**src/rtl/seq_divider.sv**
```systemverilog
// ============================================================================
//  Module      : seq_divider
//  Description : Iterative radix-2 restoring integer divider (signed/unsigned),
//                one quotient bit per cycle, valid/ready request and response.
//  Revision    : 1.0 - initial release
// ============================================================================
`default_nettype none

module seq_divider #(
    parameter int WIDTH = 32
) (
    input  logic             clk,
    input  logic             rst,
    input  logic             in_valid,
    output logic             in_ready,
    input  logic             is_signed,
    input  logic [WIDTH-1:0] dividend,
    input  logic [WIDTH-1:0] divisor,
    output logic             out_valid,
    input  logic             out_ready,
    output logic [WIDTH-1:0] quotient,
    output logic [WIDTH-1:0] remainder,
    output logic             div_by_zero
);

    localparam int c_cnt_w = $clog2(WIDTH + 1);
    localparam logic [c_cnt_w-1:0] c_cnt_init = c_cnt_w'(WIDTH);
    localparam logic [c_cnt_w-1:0] c_cnt_one  = c_cnt_w'(1);

    localparam logic [1:0] c_st_idle = 2'd0;
    localparam logic [1:0] c_st_busy = 2'd1;
    localparam logic [1:0] c_st_done = 2'd2;

    logic [1:0]         r_state;
    logic [1:0]         w_state_next;
    logic [c_cnt_w-1:0] r_cnt;
    logic [WIDTH-1:0]   r_dq;
    logic [WIDTH-1:0]   r_rem;
    logic [WIDTH-1:0]   r_dvs;
    logic               r_neg_q;
    logic               r_neg_r;
    logic               r_out_valid;
    logic [WIDTH-1:0]   r_quotient;
    logic [WIDTH-1:0]   r_remainder;
    logic               r_dbz;

    logic               w_accept;
    logic               w_div_zero;
    logic               w_last;
    logic [WIDTH-1:0]   w_dividend_abs;
    logic [WIDTH-1:0]   w_divisor_abs;
    logic [WIDTH:0]     w_shift;
    logic               w_ge;
    logic [WIDTH-1:0]   w_rem_next;
    logic [WIDTH-1:0]   w_dq_next;

    assign in_ready    = (r_state == c_st_idle);
    assign out_valid   = r_out_valid;
    assign quotient    = r_quotient;
    assign remainder   = r_remainder;
    assign div_by_zero = r_dbz;

    assign w_accept   = in_valid && in_ready;
    assign w_div_zero = (divisor == '0);
    assign w_last     = (r_cnt == c_cnt_one);

    assign w_dividend_abs = (is_signed && dividend[WIDTH-1]) ? -dividend : dividend;
    assign w_divisor_abs  = (is_signed && divisor[WIDTH-1])  ? -divisor  : divisor;

    // The partial remainder is always below the divisor, so after the
    // conditional subtract it fits back into WIDTH bits; only the compare
    // needs the extra shifted-out bit.
    assign w_shift    = {r_rem, r_dq[WIDTH-1]};
    assign w_ge       = (w_shift >= {1'b0, r_dvs});
    assign w_rem_next = w_ge ? (w_shift[WIDTH-1:0] - r_dvs) : w_shift[WIDTH-1:0];
    assign w_dq_next  = {r_dq[WIDTH-2:0], w_ge};

    always_comb begin
        w_state_next = r_state;
        case (r_state)
            c_st_idle: if (w_accept) w_state_next = w_div_zero ? c_st_done : c_st_busy;
            c_st_busy: if (w_last) w_state_next = c_st_done;
            c_st_done: if (r_out_valid && out_ready) w_state_next = c_st_idle;
            default:   w_state_next = c_st_idle;
        endcase
    end

    always_ff @(posedge clk) begin
        if (rst) begin
            r_state     <= c_st_idle;
            r_cnt       <= '0;
            r_dq        <= '0;
            r_rem       <= '0;
            r_dvs       <= '0;
            r_neg_q     <= 1'b0;
            r_neg_r     <= 1'b0;
            r_out_valid <= 1'b0;
            r_quotient  <= '0;
            r_remainder <= '0;
            r_dbz       <= 1'b0;
        end else begin
            r_state <= w_state_next;
            // Result is presented one cycle after the result registers load.
            r_out_valid <= (r_state == c_st_done) && !(r_out_valid && out_ready);

            if (w_accept) begin
                if (w_div_zero) begin
                    r_quotient  <= '1;
                    r_remainder <= dividend;
                    r_dbz       <= 1'b1;
                end else begin
                    r_dq    <= w_dividend_abs;
                    r_rem   <= '0;
                    r_dvs   <= w_divisor_abs;
                    r_neg_q <= is_signed && (dividend[WIDTH-1] ^ divisor[WIDTH-1]);
                    r_neg_r <= is_signed && dividend[WIDTH-1];
                    r_cnt   <= c_cnt_init;
                end
            end

            if (r_state == c_st_busy) begin
                r_dq  <= w_dq_next;
                r_rem <= w_rem_next;
                r_cnt <= r_cnt - c_cnt_one;
                if (w_last) begin
                    r_quotient  <= r_neg_q ? -w_dq_next  : w_dq_next;
                    r_remainder <= r_neg_r ? -w_rem_next : w_rem_next;
                    r_dbz       <= 1'b0;
                end
            end
        end
    end

endmodule

`default_nettype wire

```
**config.mk**
```make
export PLATFORM = sky130hd
export DESIGN_NAME = seq_divider
export DESIGN_NICKNAME = d
export VERILOG_FILES = /design/src/rtl/seq_divider.sv
export SDC_FILE = /design/constraint.sdc
export NUM_CORES = 1
export LEC_CHECK = 0
export CORE_UTILIZATION = 30
export DETAILED_ROUTE_END_ITERATION = 10
export PLACE_DENSITY = 0.51
export SETUP_SLACK_MARGIN = 0.15
export SYNTH_ARGS = -nofsm -noshare
export SYNTH_HDL_FRONTEND = slang
export SYNTH_SLANG_ARGS = --single-unit
```
**constraint.sdc**
```tcl
create_clock -name clk -period 5.91 [get_ports clk]
set_input_delay 1.182 -clock clk [delete_from_list [all_inputs] [get_ports clk]]
set_output_delay 1.182 -clock clk [all_outputs]
set_load 0.03 [all_outputs]
```
==> summary.md <==
| Metric | Value |
|---|---|
| Comb pwr share | `38.7%` |
| Post-CTS Resized | `0` |
| Max Buffers Root-to-Sink | `2` |
| N_diodes | `0` |
| Clock network power share | `approximately 28%` |
| DRC | `0` |
| CP arrival | `around 4.9 ns` |
| Peak supply drop | `0.0001649 V` |
| Crit path max fanout | `54` |
| TritonCTS Sinks | `172` |
| Lkg Pwr | `roughly 5.2 nW` |
| Top_reg_cell synth | `dfxtp_1` |
| Critical Path Sink Type | `flop` |
| TritonCTS clock tree | `built` |
| Post-synthesis to final-layout area growth | `20.25%` |
| PwrDens | `280.1 nW/um^2` |
| Via-per-instance ratio | `roughly 5.2` |
| Dominant cells by area after synthesis | `dfxtp_1, nor2_1, xor2_1` |
| Count leader, synth | `nor2_1` |
| EDFF count, synth | `0` |
| Setup CP Type | `in2reg` |
| Final hold violation count | `0` |
| Type of the most critical hold path | `reg2reg` |
| Crit path required time | `approximately 6.3 ns` |
| Synth Area per Inst | `between 7 and 8 um^2` |
| Final ANT Viol Nets | `0` |
| Fmax | `between 200 and 250 MHz` |
| Placement Setup Slack | `0.9270 ns` |
| Grt ovf | `0` |
| WL/cell | `17.32 um` |
| Sw Share | `around two fifths` |
| Worst-path clk slew | `approximately 0.070 ns` |
| Synth warn | `0` |
| Clk_skew | `0.009743 ns` |
| Final net count | `roughly 1700` |
| Worst setup margin | `1.336 ns` |
| Worst stage delay on the critical path | `roughly 0.64 ns` |
| Die X | `roughly 200 um` |
| Psw | `1.557 mW` |
| First-pass GRT wire length | `58.75 mm` |
| Status | `completed` |
| Cell-internal power | `~2.4 mW` |
| Core Region | `38650 um^2` |
| CP max stage cell | `nor3_1` |
| Dominant cell type by area after synthesis | `dfxtp_1` |
| DIE HEIGHT | `200.1 um` |
| Worst setup SP type | `input pin` |
| Port Buffer Count | `135` |
| Num CTS Buffers | `17` |
| Syn_nets | `roughly 1700` |
| Distinct cells, synth | `between 70 and 80` |
| Fin crit share | `about 77%` |
| Vias | `around 11000` |
| Max Cap Viol | `0` |
| Crit-path cells | `clkdlybuf4s50_1 -> or4_1 -> nor3_1 -> buf_4 -> nand2_1 -> nor2_1 -> nand2_1 -> nor3_1 -> nand2b_1 -> or3_4 -> buf_12 -> nor2_1 -> a211oi_1` |
| Pin count of the biggest net entering global routing | `71` |
| Final-report max-slew violation count | `0` |
| Initial antenna violation count | `0` |
| Hold_ws | `around 0.45 ns` |
| Reg power frac | `33.0%` |
| Post-CTS Setup Inserts | `0` |
| Synth Instances | `between 1500 and 2000` |
| Synth Cell Area | `approximately 12000 um^2` |
| Initial Util | `30.46%` |
| Gpl congestion | `between 0.8 and 0.9` |
| H-Tree Depth | `4` |
| Root Buffer | `clkbuf_16` |
| Vias in the first global route | `between 10000 and 15000` |
| Detailed Place HPWL | `between 20 and 30 mm` |
| Flops & latches, synth | `172` |
| Final TNS setup | `0 ns` |
| Clock latency on the worst-skew pair | `~0.45 ns` |
| Max-slew headroom | `33.92%` |
| Setup-failing EPs final | `0` |
| Die ar. | `40030 um^2` |
| IO Count | `between 100 and 150` |
| Share of flip-flops with an asynchronous set or reset | `0%` |
| Gr usage total | `18.84%` |
| DRT Pass-1 Iters | `5` |
| RSZ-0062 raised after global routing | `false` |
| Sequential-to-total area share from yosys stat | `29.25%` |
| Cell row count | `a little over 70` |
| DRT iter0 DRCs | `~710` |
| Fin crit period | `roughly 4.6 ns` |
| Fraction of layout cells with a size suffix above 1 | `5.613%` |
| Post-synth top cells | `nor2_1, dfxtp_1, nand2_1, clkbuf_1, xor2_1` |
| Post-Route WL | `between 30 and 40 mm` |
| Worst-margin pin slew | `0.9898 ns` |
| Area share of the largest cell type after synthesis | `between 20% and 30%` |
| Hold-fix buffers, CTS | `0` |
==> kinds of logic (layout without fill, tap and decap cells) <==
kind of cell / count (synthesis) / after routing / synth area share, %
AOI/OAI and AO/OA: 413 / 413 / 25.17
xor gates and xnor gates: 140 / 140 / 10.42
adders and majority gates: 39 / 39 / 4.210
buffers and inverters: 159 / 247 / 5.273
DFF: 172 / 172 / 29.25
muxes: 38 / 38 / 3.264
and+or+nand+nor: 590 / 590 / 22.41
==> critical path: cells and delay by family <==
| family | cells | cell delay [ns] |
|---|---|---|
| AND/OR/NAND/NOR | 9 | 2.55 |
| buffers and inverters | 3 | 0.92 |
| AO/OA/AOI/OAI | 1 | 0.21 |
==> power groups by stage <==
stage | registers [mW] | clock network (mW) | logic [mW]
2_1_floorplan | 1.33 | 0 | 1.11
3_3_place_gp | 1.33 | 0 | 1.52
3_5_place_dp | 1.33 | 0 | 1.53
4_1_cts | 1.31 | 1.15 | 1.53
5_1_grt | 1.32 | 1.21 | 1.70
6_report | 1.31 | 1.12 | 1.53
==> final cells by class <==
| cell class | instances | area [um^2] |
|---|---|---|
| inverters | 59 | 221.5 |
| clock buffers | 21 | 460.4 |
| fillers | 4069 | 24490 |
| flip-flops and latches | 172 | 3443 |
| well taps | 518 | 648.1 |
| clock inverters | 11 | 110.1 |
| multi-input cells | 1220 | 7739 |
| repair buffers | 156 | 1531 |
==> per-stage QoR <==
stage	area [um^2]	cells	utilization, %	power (mW)
after detailed placement	13580	2125	35.15	2.860
after global placement	13580	2125	35.15	2.852
final	14150	2157	36.62	3.965
after CTS	14150	2157	36.62	3.992
after floorplan	11770	1551	-	2.433
after global routing	14150	2157	36.62	4.222
==> path summary, 6_finish.rpt <==
kind	slack [ns]	startpoint	depth (start not counted)	end
setup / recovery	1.34	divisor[6]	13	r_dvs[10]$_SDFFE_PP0P_
hold / removal	0.45	r_dvs[22]$_SDFFE_PP0P_	2	r_dvs[22]$_SDFFE_PP0P_
setup reg to reg	1.41	r_rem[11]$_SDFFE_PP0P_	15	quotient[26]$_SDFF_PP0_
hold reg to reg	0.45	r_dvs[22]$_SDFFE_PP0P_	2	r_dvs[22]$_SDFFE_PP0P_
==> layer usage <==
| metal | vias to the layer above | wire [um] | GRT usage, % |
|---|---|---|---|
| met5 | - | 0 | 0 |
| met4 | 0 | 470 | 4.863 |
| met3 | 32 | 1385 | 2.134 |
| met2 | 225 | 17070 | 30.30 |
| met1 | 5311 | 18440 | 26.58 |
| li1 | 5749 | - | - |
==> sequential cells by signal (all words and copies together), names as in the netlist <==
name / count
remainder: 32
r_dq: 32
div_by_zero: 1
r_cnt: 6
out_valid: 1
r_dvs: 32
r_neg_q: 1
r_state: 2
r_rem: 32
quotient: 32
r_neg_r: 1
==> cell usage in the layout, fill, tap and decap left out, types with 5 or more instances in the layout <==
cell,netlist,final
nand4_1,13,13
o31ai_1,23,23
xor2_1,78,78
a21o_1,13,13
a311oi_1,16,16
nor2_1,273,270
a21oi_1,68,68
nand2_1,141,141
o21ai_0,53,53
and3_1,16,16
o41ai_1,19,19
a211oi_1,69,69
buf_4,0,20
o2111ai_1,5,5
or4_1,12,12
o211ai_1,5,5
ha_1,38,38
nand3_1,22,22
and2_1,7,7
o21a_1,6,6
o22ai_1,7,7
inv_1,58,58
dfxtp_1,172,172
nand2b_1,12,11
clkdlybuf4s50_1,0,134
nor4_1,19,19
xnor2_1,62,62
clkbuf_16,0,17
or2_2,5,5
a31oi_1,39,39
a221oi_1,37,37
mux2i_1,35,35
or3_1,14,13
a21oi_2,5,5
nor3_1,35,33
No activity file was read; power rests on OpenSTA's default activity.
